[src/rtl/control_types_pkg.sv]
// control_types_pkg: decoded control bundle types shared by decode and the ID/EX register
package control_types_pkg;
  localparam int XLEN_DEF = 32;
  localparam int REG_ADDR_W_DEF = 5;
  localparam int PERF_CNT_W_DEF = 32;
  typedef enum logic [2:0] {BR_NOP, BR_EQ, BR_NE, BR_LT, BR_GE, BR_LTU, BR_GEU} comp_op_t;
  typedef enum logic [1:0] {WRSRC_ALURES, WRSRC_MEMRES, WRSRC_PCPLUS4, WRSRC_IMM} wrsrc_t;
  typedef enum logic [1:0] {SRC1_REG1, SRC1_PC, SRC1_ZERO} src1_t;
  typedef enum logic {SRC2_REG2, SRC2_IMM} src2_t;
  typedef enum logic [3:0] {
    ALU_NOP, ALU_ADD, ALU_SUB, ALU_AND, ALU_OR, ALU_XOR,
    ALU_SLL, ALU_SRL, ALU_SRA, ALU_SLT, ALU_SLTU
  } alu_op_t;
  typedef enum logic [2:0] {MEM_NOP, MEM_B, MEM_H, MEM_W, MEM_BU, MEM_HU} mem_op_t;
  typedef struct packed {
    logic     reg_do_write;
    logic     mem_do_write;
    logic     mem_do_read;
    logic     do_branch;
    logic     do_jump;
    comp_op_t comp_op;
    wrsrc_t   wrsrc;
    src1_t    src1;
    src2_t    src2;
    alu_op_t  alu_op;
    mem_op_t  mem_op;
  } id_ex_ctrl_t;
  localparam id_ex_ctrl_t CTRL_BUBBLE = '{
    reg_do_write: 1'b0, mem_do_write: 1'b0, mem_do_read: 1'b0,
    do_branch: 1'b0, do_jump: 1'b0, comp_op: BR_NOP, wrsrc: WRSRC_ALURES,
    src1: SRC1_REG1, src2: SRC2_REG2, alu_op: ALU_NOP, mem_op: MEM_NOP
  };
endpackage

[src/rtl/load_use_detect.sv]
// load_use_detect: flags an ID instruction that reads the destination of a load sitting in EX
module load_use_detect #(
  parameter int REG_ADDR_W = 5
) (
  input  logic                  id_valid,
  input  logic                  id_uses_rs1,
  input  logic                  id_uses_rs2,
  input  logic [REG_ADDR_W-1:0] id_rs1_addr,
  input  logic [REG_ADDR_W-1:0] id_rs2_addr,
  input  logic                  ex_valid,
  input  logic                  ex_mem_do_read,
  input  logic [REG_ADDR_W-1:0] ex_rd_addr,
  output logic                  load_use
);
  logic rs1_hit, rs2_hit;
  assign rs1_hit = id_uses_rs1 && (id_rs1_addr == ex_rd_addr);
  assign rs2_hit = id_uses_rs2 && (id_rs2_addr == ex_rd_addr);
  assign load_use = id_valid && ex_valid && ex_mem_do_read && (ex_rd_addr != '0) && (rs1_hit || rs2_hit);
endmodule

[src/rtl/id_ex_pipe.sv]
// id_ex_pipe: ID/EX pipeline register with load-use bubble insertion, flush and EX back-pressure.
// Optional perf counters enabled by defining ID_EX_PERF_EN.
module id_ex_pipe
  import control_types_pkg::*;
#(
  parameter int XLEN       = XLEN_DEF,
  parameter int REG_ADDR_W = REG_ADDR_W_DEF,
  parameter int PERF_CNT_W = PERF_CNT_W_DEF
) (
  input  logic                  clk,
  input  logic                  rst,
  input  logic                  id_valid,
  input  id_ex_ctrl_t           id_ctrl,
  input  logic [XLEN-1:0]       id_pc,
  input  logic [XLEN-1:0]       id_rs1_data,
  input  logic [XLEN-1:0]       id_rs2_data,
  input  logic [XLEN-1:0]       id_imm,
  input  logic [REG_ADDR_W-1:0] id_rs1_addr,
  input  logic [REG_ADDR_W-1:0] id_rs2_addr,
  input  logic [REG_ADDR_W-1:0] id_rd_addr,
  input  logic                  id_uses_rs1,
  input  logic                  id_uses_rs2,
  input  logic                  flush_i,
  input  logic                  ex_stall_i,
  output logic                  ex_valid,
  output id_ex_ctrl_t           ex_ctrl,
  output logic [XLEN-1:0]       ex_pc,
  output logic [XLEN-1:0]       ex_rs1_data,
  output logic [XLEN-1:0]       ex_rs2_data,
  output logic [XLEN-1:0]       ex_imm,
  output logic [REG_ADDR_W-1:0] ex_rs1_addr,
  output logic [REG_ADDR_W-1:0] ex_rs2_addr,
  output logic [REG_ADDR_W-1:0] ex_rd_addr,
  output logic                  id_stall_o,
  output logic [PERF_CNT_W-1:0] perf_bubble_cnt,
  output logic [PERF_CNT_W-1:0] perf_flush_cnt
);
  logic load_use, bubble;
  load_use_detect #(.REG_ADDR_W(REG_ADDR_W)) u_detect (
    .id_valid       (id_valid),
    .id_uses_rs1    (id_uses_rs1),
    .id_uses_rs2    (id_uses_rs2),
    .id_rs1_addr    (id_rs1_addr),
    .id_rs2_addr    (id_rs2_addr),
    .ex_valid       (ex_valid),
    .ex_mem_do_read (ex_ctrl.mem_do_read),
    .ex_rd_addr     (ex_rd_addr),
    .load_use       (load_use)
  );
  // Flush beats a hold; a hold beats a load-use bubble so the hazard is rechecked next cycle.
  assign bubble = flush_i || (!ex_stall_i && load_use);
  assign id_stall_o = !rst && !flush_i && (ex_stall_i || load_use);
  always_ff @(posedge clk) begin
    if (rst || bubble) begin
      ex_valid    <= 1'b0;
      ex_ctrl     <= CTRL_BUBBLE;
      ex_pc       <= '0;
      ex_rs1_data <= '0;
      ex_rs2_data <= '0;
      ex_imm      <= '0;
      ex_rs1_addr <= '0;
      ex_rs2_addr <= '0;
      ex_rd_addr  <= '0;
    end else if (!ex_stall_i) begin
      ex_valid    <= id_valid;
      ex_ctrl     <= id_valid ? id_ctrl : CTRL_BUBBLE;
      ex_pc       <= id_pc;
      ex_rs1_data <= id_rs1_data;
      ex_rs2_data <= id_rs2_data;
      ex_imm      <= id_imm;
      ex_rs1_addr <= id_rs1_addr;
      ex_rs2_addr <= id_rs2_addr;
      ex_rd_addr  <= id_rd_addr;
    end
  end
`ifdef ID_EX_PERF_EN
  logic [PERF_CNT_W-1:0] bubble_cnt, flush_cnt;
  always_ff @(posedge clk) begin
    if (rst) begin
      bubble_cnt <= '0;
      flush_cnt  <= '0;
    end else begin
      if (!flush_i && !ex_stall_i && load_use && bubble_cnt != '1) bubble_cnt <= bubble_cnt + PERF_CNT_W'(1);
      if (flush_i && flush_cnt != '1) flush_cnt <= flush_cnt + PERF_CNT_W'(1);
    end
  end
  assign perf_bubble_cnt = bubble_cnt;
  assign perf_flush_cnt  = flush_cnt;
`else
  assign perf_bubble_cnt = '0;
  assign perf_flush_cnt  = '0;
`endif
endmodule
[config.mk]
export PLATFORM = sky130hd
export DESIGN_NAME = id_ex_pipe
export DESIGN_NICKNAME = d
export VERILOG_FILES = /design/src/rtl/control_types_pkg.sv /design/src/rtl/load_use_detect.sv /design/src/rtl/id_ex_pipe.sv
export SDC_FILE = /design/constraint.sdc
export NUM_CORES = 1
export LEC_CHECK = 0
export ABC_AREA = 1
export BUFFER_PORTS_ARGS = -buffer_cell sky130_fd_sc_hd__buf_4
export CORE_AREA = 2 2 153 155
export DETAILED_ROUTE_END_ITERATION = 10
export DIE_AREA = 0 0 155 157
export GPL_TIMING_DRIVEN = 0
export PLACE_DENSITY_LB_ADDON = 0.2
export SYNTH_ARGS = -nofsm -noshare
export SYNTH_HDL_FRONTEND = slang
export SYNTH_SLANG_ARGS = --single-unit
[constraint.sdc]
create_clock -name clk -period 1.5 [get_ports clk]
set_clock_uncertainty 0.05 [all_clocks]
set_input_delay 0.225 -clock clk [delete_from_list [all_inputs] [get_ports clk]]
set_output_delay 0.225 -clock clk [all_outputs]
set_load 0.02 [all_outputs]
==> results of run 1 <==
[synth_stat cells]
cell type  number  area share
nand2_1        31       0.018
mux2i_1       135        0.21
buf_2          16       0.012
nand3_1         4      0.0031
buf_6          18       0.031
o21bai_1        1      0.0012
a21oi_1         9      0.0069
clkbuf_1        5      0.0029
inv_2           4      0.0023
buf_4          65       0.075
a21boi_0        1      0.0012
inv_1          12      0.0069
a22oi_1        20       0.023
conb_1          1     0.00057
nand4_1         1     0.00096
nor2_1        182        0.10
dfxtp_1       164        0.50
[routing by layer]
| layer | share of wire | global-route usage |
|---|---|---|
| met1 | 0.39 | 0.200 |
| met2 | 0.52 | 0.337 |
| met3 | 0.067 | 0.0542 |
| met4 | 0.024 | 0.0631 |
| met5 | 0.00047 | 0 |
[cell usage in the layout, fill, tap and decap left out, types with 2 or more instances in the layout]
cell / Yosys / final
buf_4: 65 / 403
buf_12: 0 / 16
a22oi_1: 20 / 20
clkbuf_1: 5 / 5
nand3_1: 4 / 3
clkinv_2: 0 / 2
buf_8: 0 / 19
buf_16: 0 / 11
inv_6: 0 / 7
conb_1: 1 / 64
nor2_4: 0 / 7
dfxtp_1: 164 / 159
a21oi_1: 9 / 9
buf_2: 16 / 16
inv_2: 4 / 4
nor2_1: 182 / 59
dlygate4sd3_1: 0 / 138
nand2_1: 31 / 25
nor2_2: 0 / 116
nand2_2: 0 / 5
inv_1: 12 / 11
mux2i_1: 135 / 135
dfxtp_4: 0 / 4
clkbuf_16: 0 / 19
buf_6: 18 / 8
inv_8: 0 / 3
[cells by family (layout without fill, tap and decap cells)]
logic type             Yosys count  count (layout)  share of synthesized area
buffers and inverters          120             666                      0.130
AND/OR/NAND/NOR                218             218                      0.127
flip-flops                     164             164                      0.503
other                            1              64                   0.000575
multiplexers                   135             135                      0.207
AO/OA/AOI/OAI                   31              31                     0.0322
[critical path: cells and delay by family, from the launching register on]
| kind | cells | cell delay (ns) |
|---|---|---|
| flops | 1 | 0.38 |
| compound gates | 2 | 0.34 |
| simple gates | 2 | 0.20 |
| buf+inv | 2 | 0.27 |
[metrics by stage]
stage / util / worst slack, ns / hold WS (ns)
after global routing: 0.572 / -0.474 / 0.0173
after global placement: 0.428 / -0.151 / 0.418
after floorplan: - / 0.0534 / 0.334
after detailed placement: 0.428 / -0.146 / 0.427
after CTS: 0.555 / -0.366 / 0.0000568
final: 0.572 / -0.398 / 0.0233
[flip-flops by register name (all words and copies together), names as in the netlist]
register,count
ex_rs1_data,32
ex_ctrl,20
ex_rd_addr,5
ex_valid,1
ex_rs2_addr,5
ex_pc,32
ex_imm,32
ex_rs2_data,32
ex_rs1_addr,5
[worst paths after layout]
| path | start | to | slack (ns) | cells after the start |
|---|---|---|---|---|
| max | ex_ctrl[17]$_SDFFE_PP0N_ | id_stall_o | -0.40 | 6 |
| min | id_rs2_data[3] | ex_rs2_data[3]$_SDFFE_PP0N_ | 0.02 | 3 |
| max reg2reg | ex_rd_addr[2]$_SDFFE_PP0N_ | ex_imm[27]$_SDFFE_PP0N_ | -0.27 | 14 |
| min reg2reg | ex_imm[28]$_SDFFE_PP0N_ | ex_imm[28]$_SDFFE_PP0N_ | 0.46 | 2 |
[where the power goes]
part           internal [mW]  switching, mW
Sequential              4.49         0.0748
Combinational           1.31           1.04
Clock                   2.37           2.01
Total                   8.17           3.12
[what timing repair did]
item / in CTS / in global routing
cloned: 18 / 2
resized for setup: 49 / 174
pin swaps: 1 / 7
hold buffers: 137 / 1
setup buffers: 21 / 21
setup endpoints to repair: 161 / 165
hold endpoints to repair: 137 / 1
[cell type report]
class / count / area (µm²) / share of cell area
inverters: 16 / 62.6 / 0.00486
repair buffers: 526 / 4870 / 0.378
flip-flops and latches: 164 / 3300 / 0.256
multi-input cells: 448 / 3020 / 0.234
plain buffers: 92 / 682 / 0.0530
clock inverters: 15 / 160 / 0.0124
well taps: 285 / 357 / 0.0277
clock buffers: 17 / 425 / 0.0330
==> impl_metrics.csv, run 1 <==
group,metric,value,unit
worst_setup_path,crit_arrival,1.62,ns
sta,max_freq,0.527,GHz
worst_setup_path,critPathSlowestCell,"dfxtp_1",
floorplanning,die_h,157,µm
worst_setup_path,crit_fanout,3,
run_status,failed_checks,"negative setup slack",
sta,finalSetupTns,-30.02,ns
pwr,total_power,11.3,mW
sta,worst_pin_slew,0.552,ns
drt,ant_nets,0,
run_status,status,"complete, but fails checks",
drt,via_per_inst,4.14,
drt,post-route-drc-count,0,
synthesis,ys_ff_latch,164,
cts,clkTransAtPathRegs,0.07,ns
cts,cts.htree.levels,4,
drt,drt_iter0_drc,179,
worst_setup_path,required,1.22,ns
worst_setup_path,path_class,"reg2out",
cts,clock_sinks,164,
floorplanning,num_rows,55,
floorplanning,die_w,155,µm
drt,firstDrtPassIters,4,
floorplanning,ioPinCount,399,
cts,cts_root_buf,"clkbuf_16",
cts,cts_tree,"built",
final_layout,fin_cells,1563,
worst_setup_path,end_kind,"output port",
final_layout,num-fill-cells,1974,
synthesis,ys_types,17,
floorplanning,initial_core_util,0.290,
grt,grt_pass1_vias,6479,
placement,gp_congestion,0.749,
sta,setup_ws,-0.398,ns
sta,final_min_period_over_clock_period,1.27,
grt,grt_max_degree,18,
drt,wl_per_cell,15.0,µm
placement,hpwl,15900,µm
sta,setup_viol,165,
synthesis,syn_inst,669,
placement,dpl.cell_count,1351,
cts,cts.path.max_buffers,2,
worst_setup_path,crit_path_max_incr_delay,0.38,ns
sta,relSlewSlack,0.632,
drt,via_count,6478,
sta,slew_viol_final,0,
drt,drt_wl_total,23400,µm
final_layout,synthToLayoutAreaGrowth,97.3,%
synthesis,syn_area_per_cell,9.75,µm²
sta,rsz0062_at_grt,"true",
floorplanning,dieArea,24300,µm²
final_layout,design_area,12900,µm²
synthesis,syn_area,6520,µm²
grt,grt_pass1_wl,34500,µm
grt,overflow,0,
flow_run,maxCapViolCount,0,
final_layout,drive_gt1_frac,0.507,
sta,period_minus_slack,1.90,ns
pwr,ir_worst_vdd,732,µV
cts,cts_made_buffers,17,
final_layout,n_antenna_cell,0,
floorplanning,core_area,22500,µm²
worst_setup_path,path_cells,"nand3_1, o21bai_1, inv_1, nand2_2, a21boi_2, buf_6",
placement,place_area,9630,µm²
synthesis,ys_warn_count,0,
sta,timing.final.hold_violations,0,
synthesis,seq_area_frac_synth,0.503,
grt,grt_antenna_before_repair,1,
cts,clk_latency,0.42,ns
pwr,leakagePower,6.33,nW
pwr,power-per-cell-area,877,nW/µm²
final_layout,num-nets-final,1435,
worst_setup_path,start_kind,"flop",
hold_path,min_path_type,"in2reg",
grt,groute.usage.overall,0.183,
placement,port_buffers,334,
(Power assumes the default switching activity.)
==> run 2: changes to the inputs <==
- PLACE_DENSITY: unset -> 0.64
- PLACE_DENSITY_LB_ADDON: 0.2 -> unset
==> impl_metrics.csv, run 2 (synthesis gave the netlist of run 1 again) <==
group,metric,value,unit
run_status,status,"complete, but fails checks",
run_status,failed_checks,"negative setup slack",
sta,relSlewSlack,0.558,
cts,cts_made_buffers,17,
placement,dpl.cell_count,1351,
drt,drt_iter0_drc,187,
placement,gp_congestion,0.754,
final_layout,final_common_cell,"buf_4",
final_layout,num-nets-final,1397,
worst_setup_path,path_class,"reg2out",
hold_path,min_path_type,"in2reg",
placement,port_buffers,334,
drt,via_count,6382,
grt,groute.usage.overall,0.181,
cts,clkTransAtPathRegs,0.07,ns
drt,ant_nets,0,
sta,setup_ws,-0.387,ns
floorplanning,die_h,157,µm
final_layout,n_antenna_cell,0,
grt,overflow,0,
grt,grt_antenna_before_repair,0,
hold_path,hold_depth,3,
worst_setup_path,start_kind,"flop",
pwr,total_power,11.4,mW
sta,period_minus_slack,1.89,ns
final_layout,fin_util,0.529,
worst_setup_path,rr_endpoint,"ex_ctrl[14]$_SDFFE_PP0N_",
worst_setup_path,end_kind,"output port",
worst_setup_path,r2r_cells,14,
drt,drt_wl_total,23600,µm
final_layout,num-fill-cells,2025,
worst_setup_path,reg2reg_from,"ex_rd_addr[1]$_SDFFE_PP0N_",
sta,final_min_period_over_clock_period,1.26,
hold_path,worstHoldEndpoint,"ex_rs2_data[11]$_SDFFE_PP0N_",
sta,worst_pin_slew,0.664,ns
floorplanning,die_w,155,µm
cts,cts.path.max_buffers,2,
cts,cts_tree,"built",
cts,cts_root_buf,"clkbuf_16",
final_layout,drive_gt1_frac,0.413,
grt,grt_max_degree,17,
sta,slew_viol_final,0,
final_layout,multi_input_area,2710,µm²
worst_setup_path,rrSetupSlack,-0.36,ns
final_layout,fin_cells,1525,
flow_run,maxCapViolCount,0,
drt,post-route-drc-count,0,
worst_setup_path,crit_arrival,1.61,ns
worst_setup_path,required,1.22,ns
cts,cts.htree.levels,4,
drt,wl_per_cell,15.5,µm
drt,via_per_inst,4.18,
final_layout,synthToLayoutAreaGrowth,82.5,%
pwr,power-per-cell-area,954,nW/µm²
floorplanning,num_rows,55,
sta,max_freq,0.530,GHz
grt,grt_pass1_wl,34200,µm
final_layout,regArea,3300,µm²
sta,finalSetupTns,-53.95,ns
grt,grt_pass1_vias,6317,
hold_path,min-delay-start,"id_rs2_data[11]",
floorplanning,dieArea,24300,µm²
sta,setup_viol,165,
sta,timing.final.hold_violations,0,
pwr,ir_worst_vdd,713,µV
cts,clk_latency,0.42,ns
worst_setup_path,crit_fanout,5,
final_layout,layout_common_cells,"buf_4 (402), nor2_1 (168), dfxtp_1 (159), mux2i_1 (135), dlygate4sd3_1 (130)",
pwr,leakagePower,6.03,nW
placement,hpwl,16500,µm
floorplanning,ioPinCount,399,
drt,firstDrtPassIters,4,
placement,pre_cts_slack,-0.352,ns
sta,rsz0062_at_grt,"true",
floorplanning,core_area,22500,µm²
cts,clock_sinks,164,
floorplanning,initial_core_util,0.290,
[run 2: cell count changes in the layout (fill, tap and decap cells not counted), moves of 5 or more]
cell,change
nor2_2,-102
buf_6,+5
buf_16,-11
dlygate4sd3_1,-8
nor2_1,+109
nor2_4,-7
buf_8,-14
buf_12,-12
[run 2: final cells by class]
cell class | count | share of cell area
timing repair buffer | 476 | 0.336
sequential | 164 | 0.277
clock inverter | 14 | 0.0159
clock buffer | 18 | 0.0369
inverter | 16 | 0.00568
multi-input combinational | 448 | 0.227
tap | 285 | 0.0300
buffer | 104 | 0.0709
[run 2: worst max-delay path by stage]
| stage | startpoint | end | slack, ns | cells after the start |
|---|---|---|---|---|
| 2_1_floorplan | ex_rd_addr[3]$_SDFFE_PP0N_ | ex_rd_addr[0]$_SDFFE_PP0N_ | 0.05 | 11 |
| 3_3_place_gp | ex_rd_addr[1]$_SDFFE_PP0N_ | ex_rs2_addr[2]$_SDFFE_PP0N_ | -0.34 | 11 |
| 3_5_place_dp | ex_rd_addr[1]$_SDFFE_PP0N_ | ex_rs1_addr[2]$_SDFFE_PP0N_ | -0.35 | 11 |
| 4_1_cts | ex_rd_addr[1]$_SDFFE_PP0N_ | id_stall_o | -0.46 | 9 |
| 5_1_grt | ex_rd_addr[0]$_SDFFE_PP0N_ | id_stall_o | -0.52 | 9 |
| 6_report | ex_rd_addr[1]$_SDFFE_PP0N_ | id_stall_o | -0.39 | 9 |
[run 2: timing repair]
| item | 4_1_cts | 5_1_grt |
|---|---|---|
| cloned | 0 | 6 |
| gates resized for setup | 13 | 39 |
| hold buffers | 129 | 1 |
| pin swaps | 7 | 8 |
| endpoints found under the hold margin | 129 | 1 |
| endpoints found under the setup margin | 165 | 165 |
| setup buffers | 2 | 4 |
[run 2: worst max-delay path, cell delays in order (launching register included)]
cell      delay [ns]
dfxtp_4         0.40
inv_4           0.06
nand2_2         0.04
nand2_1         0.05
nor2_1          0.09
nand3_1         0.09
nand2_2         0.14
nand2_2         0.06
a21boi_2        0.14
buf_6           0.13
[run 2: per-layer routing]
layer | global-route usage | part of all wire
met5 | 0 | 0
met4 | 0.0692 | 0.025
met3 | 0.0504 | 0.068
met2 | 0.330 | 0.51
met1 | 0.200 | 0.39
[run 2: metrics by stage]
step           hold slack (ns)  area, µm²
2_1_floorplan            0.334       6770
3_3_place_gp             0.419       9630
3_5_place_dp             0.427       9630
4_1_cts               0.000363      11600
5_1_grt                0.00228      11900
6_report                0.0151      11900
[run 2: report_power, final]
| part | internal [mW] | leakage, nW | switching, mW |
|---|---|---|---|
| Combinational | 1.11 | 4.38 | 0.940 |
| Sequential | 4.49 | 1.34 | 0.0811 |
| Clock | 2.74 | 0.313 | 2.01 |
==> run 3: changes to the inputs <==
- REMOVE_ABC_BUFFERS: unset -> 1
==> impl_metrics.csv, run 3 (synthesis gave the netlist of run 1 again) <==
group,metric,value,unit
sta,slew_viol_final,0,
drt,drt_wl_total,19700,µm
pwr,p_int,7.64,mW
floorplanning,die_h,157,µm
pwr,power-per-cell-area,967,nW/µm²
drt,ant_nets,0,
worst_setup_path,path_class,"reg2reg",
grt,grt_pass1_vias,5942,
worst_setup_path,required,1.73,ns
sta,final_min_period_over_clock_period,1.25,
cts,cts.path.max_buffers,2,
sta,timing.final.hold_violations,0,
sta,setup_viol,146,
cts,clk_latency,0.41,ns
cts,clock_sinks,164,
drt,drt_iter0_drc,140,
pwr,seq_power_share,0.433,
worst_setup_path,crit_start,"ex_rd_addr[1]$_SDFFE_PP0N_",
grt,groute.usage.overall,0.155,
pwr,clkPwrFrac,0.399,
drt,wl_per_cell,14.0,µm
final_layout,synthToLayoutAreaGrowth,66.9,%
floorplanning,initial_core_util,0.290,
cts,cts_root_buf,"clkbuf_16",
drt,via_count,5896,
drt,via_per_inst,4.17,
floorplanning,die_w,155,µm
sta,rsz0062_at_grt,"true",
sta,max_freq,0.535,GHz
placement,dpl.cell_count,1251,
run_status,failed_checks,"negative setup slack",
cts,clkTransAtPathRegs,0.07,ns
floorplanning,num_rows,55,
grt,grt_antenna_before_repair,0,
floorplanning,ioPinCount,399,
worst_setup_path,rrSetupSlack,-0.37,ns
run_status,status,"complete, but fails checks",
sta,period_minus_slack,1.87,ns
pwr,p_sw_frac,0.275,
floorplanning,dieArea,24300,µm²
flow_run,maxCapViolCount,0,
pwr,p_comb_frac,0.168,
cts,cts.htree.levels,4,
floorplanning,core_area,22500,µm²
worst_setup_path,crit_path_end,"ex_rs1_data[26]$_SDFFE_PP0N_",
placement,gp_congestion,0.785,
worst_setup_path,r2r_cells,10,
drt,firstDrtPassIters,4,
worst_setup_path,crit_fanout,71,
worst_setup_path,crit_arrival,2.10,ns
final_layout,num-nets-final,1283,
sta,worst_pin_slew,0.580,ns
placement,hpwl,12800,µm
final_layout,final_common_cell,"buf_4",
grt,overflow,0,
final_layout,drive_gt1_frac,0.345,
worst_setup_path,end_kind,"flop",
sta,finalSetupTns,-38.51,ns
hold_path,min_path_type,"in2reg",
pwr,switchingPower,2.89,mW
final_layout,fin_util,0.484,
cts,cts_tree,"built",
placement,port_buffers,334,
sta,setup_ws,-0.369,ns
cts,cts_made_buffers,17,
final_layout,fin_cells,1413,
pwr,total_power,10.5,mW
final_layout,layout_common_cells,"buf_4 (335), nor2_1 (180), dfxtp_1 (159), mux2i_1 (135), dlygate4sd3_1 (123)",
worst_setup_path,rr_endpoint,"ex_rs1_data[26]$_SDFFE_PP0N_",
sta,relSlewSlack,0.613,
pwr,ir_worst_vdd,818,µV
worst_setup_path,start_kind,"flop",
worst_setup_path,reg2reg_from,"ex_rd_addr[1]$_SDFFE_PP0N_",
pwr,leakagePower,5.40,nW
drt,post-route-drc-count,0,
grt,grt_pass1_wl,30000,µm
grt,grt_max_degree,79,
==> run 3: cell type report <==
| cell class | instances | area [µm²] |
|---|---|---|
| fill | 2054 | 11600 |
| clock inverter | 13 | 114 |
| sequential | 164 | 3300 |
| multi-input combinational | 448 | 2660 |
| inverter | 16 | 65.1 |
| tap | 285 | 357 |
| timing repair buffer | 466 | 3950 |
| antenna | 2 | 5.00 |
| clock buffer | 19 | 443 |
==> run 3: worst min-delay path by stage <==
stage,to,cells after the start,slack (ns),startpoint
5_1_grt,ex_rs2_data[29]$_SDFFE_PP0N_,3,0.0007,id_rs2_data[29]
6_report,ex_imm[16]$_SDFFE_PP0N_,3,0.02,id_imm[16]
4_1_cts,ex_imm[16]$_SDFFE_PP0N_,3,0.0007,id_imm[16]
3_3_place_gp,ex_pc[17]$_SDFFE_PP0N_,3,0.42,id_pc[17]
3_5_place_dp,ex_rs2_data[10]$_SDFFE_PP0N_,3,0.43,id_rs2_data[10]
2_1_floorplan,ex_rs1_addr[0]$_SDFFE_PP0N_,2,0.33,ex_stall_i
==> run 3: timing repair <==
action,4_1_cts,5_1_grt
gates resized for setup,10,10
hold buffers,122,1
setup buffers,2,1
hold endpoints to repair,122,1
setup endpoints to repair,165,165
pin swaps,1,9
gates cloned,2,0
==> run 3: through the flow <==
stage | hold WS [ns] | instance area, µm² | setup WS (ns)
after detailed placement | 0.426 | 8960 | -0.872
final | 0.0194 | 10900 | -0.369
after global routing | 0.000725 | 10900 | -0.492
after CTS | 0.000691 | 10800 | -0.362
after global placement | 0.419 | 8830 | -5.27
after floorplan | 0.329 | 5970 | -2.34
==> run 3: critical path, stage by stage, from the launching register on <==
cell and delay (ns):
dfxtp_4 0.37, inv_2 0.05, nand2_1 0.05, nand2_1 0.06
nor2_2 0.13, nand3_1 0.08, nand2_1 0.08, nand3_1 0.17
nand2_8 0.25, buf_16 0.28, nor2_1 0.09
==> run 3: metal layers <==
| metal | vias up | GRT usage | wire, µm |
|---|---|---|---|
| met5 | - | 0 | 0 |
| met1 | 2683 | 0.167 | 7670 |
| met4 | 0 | 0.0542 | 335 |
| met3 | 18 | 0.0556 | 1710 |
| li1 | 2938 | - | - |
| met2 | 257 | 0.283 | 10000 |
==> run 3: power by group through the flow <==
| stage | logic [mW] | registers (mW) | clock network, mW |
|---|---|---|---|
| 2_1_floorplan | 0.526 | 4.83 | 0 |
| 3_3_place_gp | 1.48 | 4.66 | 0 |
| 3_5_place_dp | 1.46 | 4.66 | 0 |
| 4_1_cts | 1.76 | 4.56 | 4.35 |
| 5_1_grt | 1.90 | 4.58 | 4.52 |
| 6_report | 1.77 | 4.56 | 4.20 |
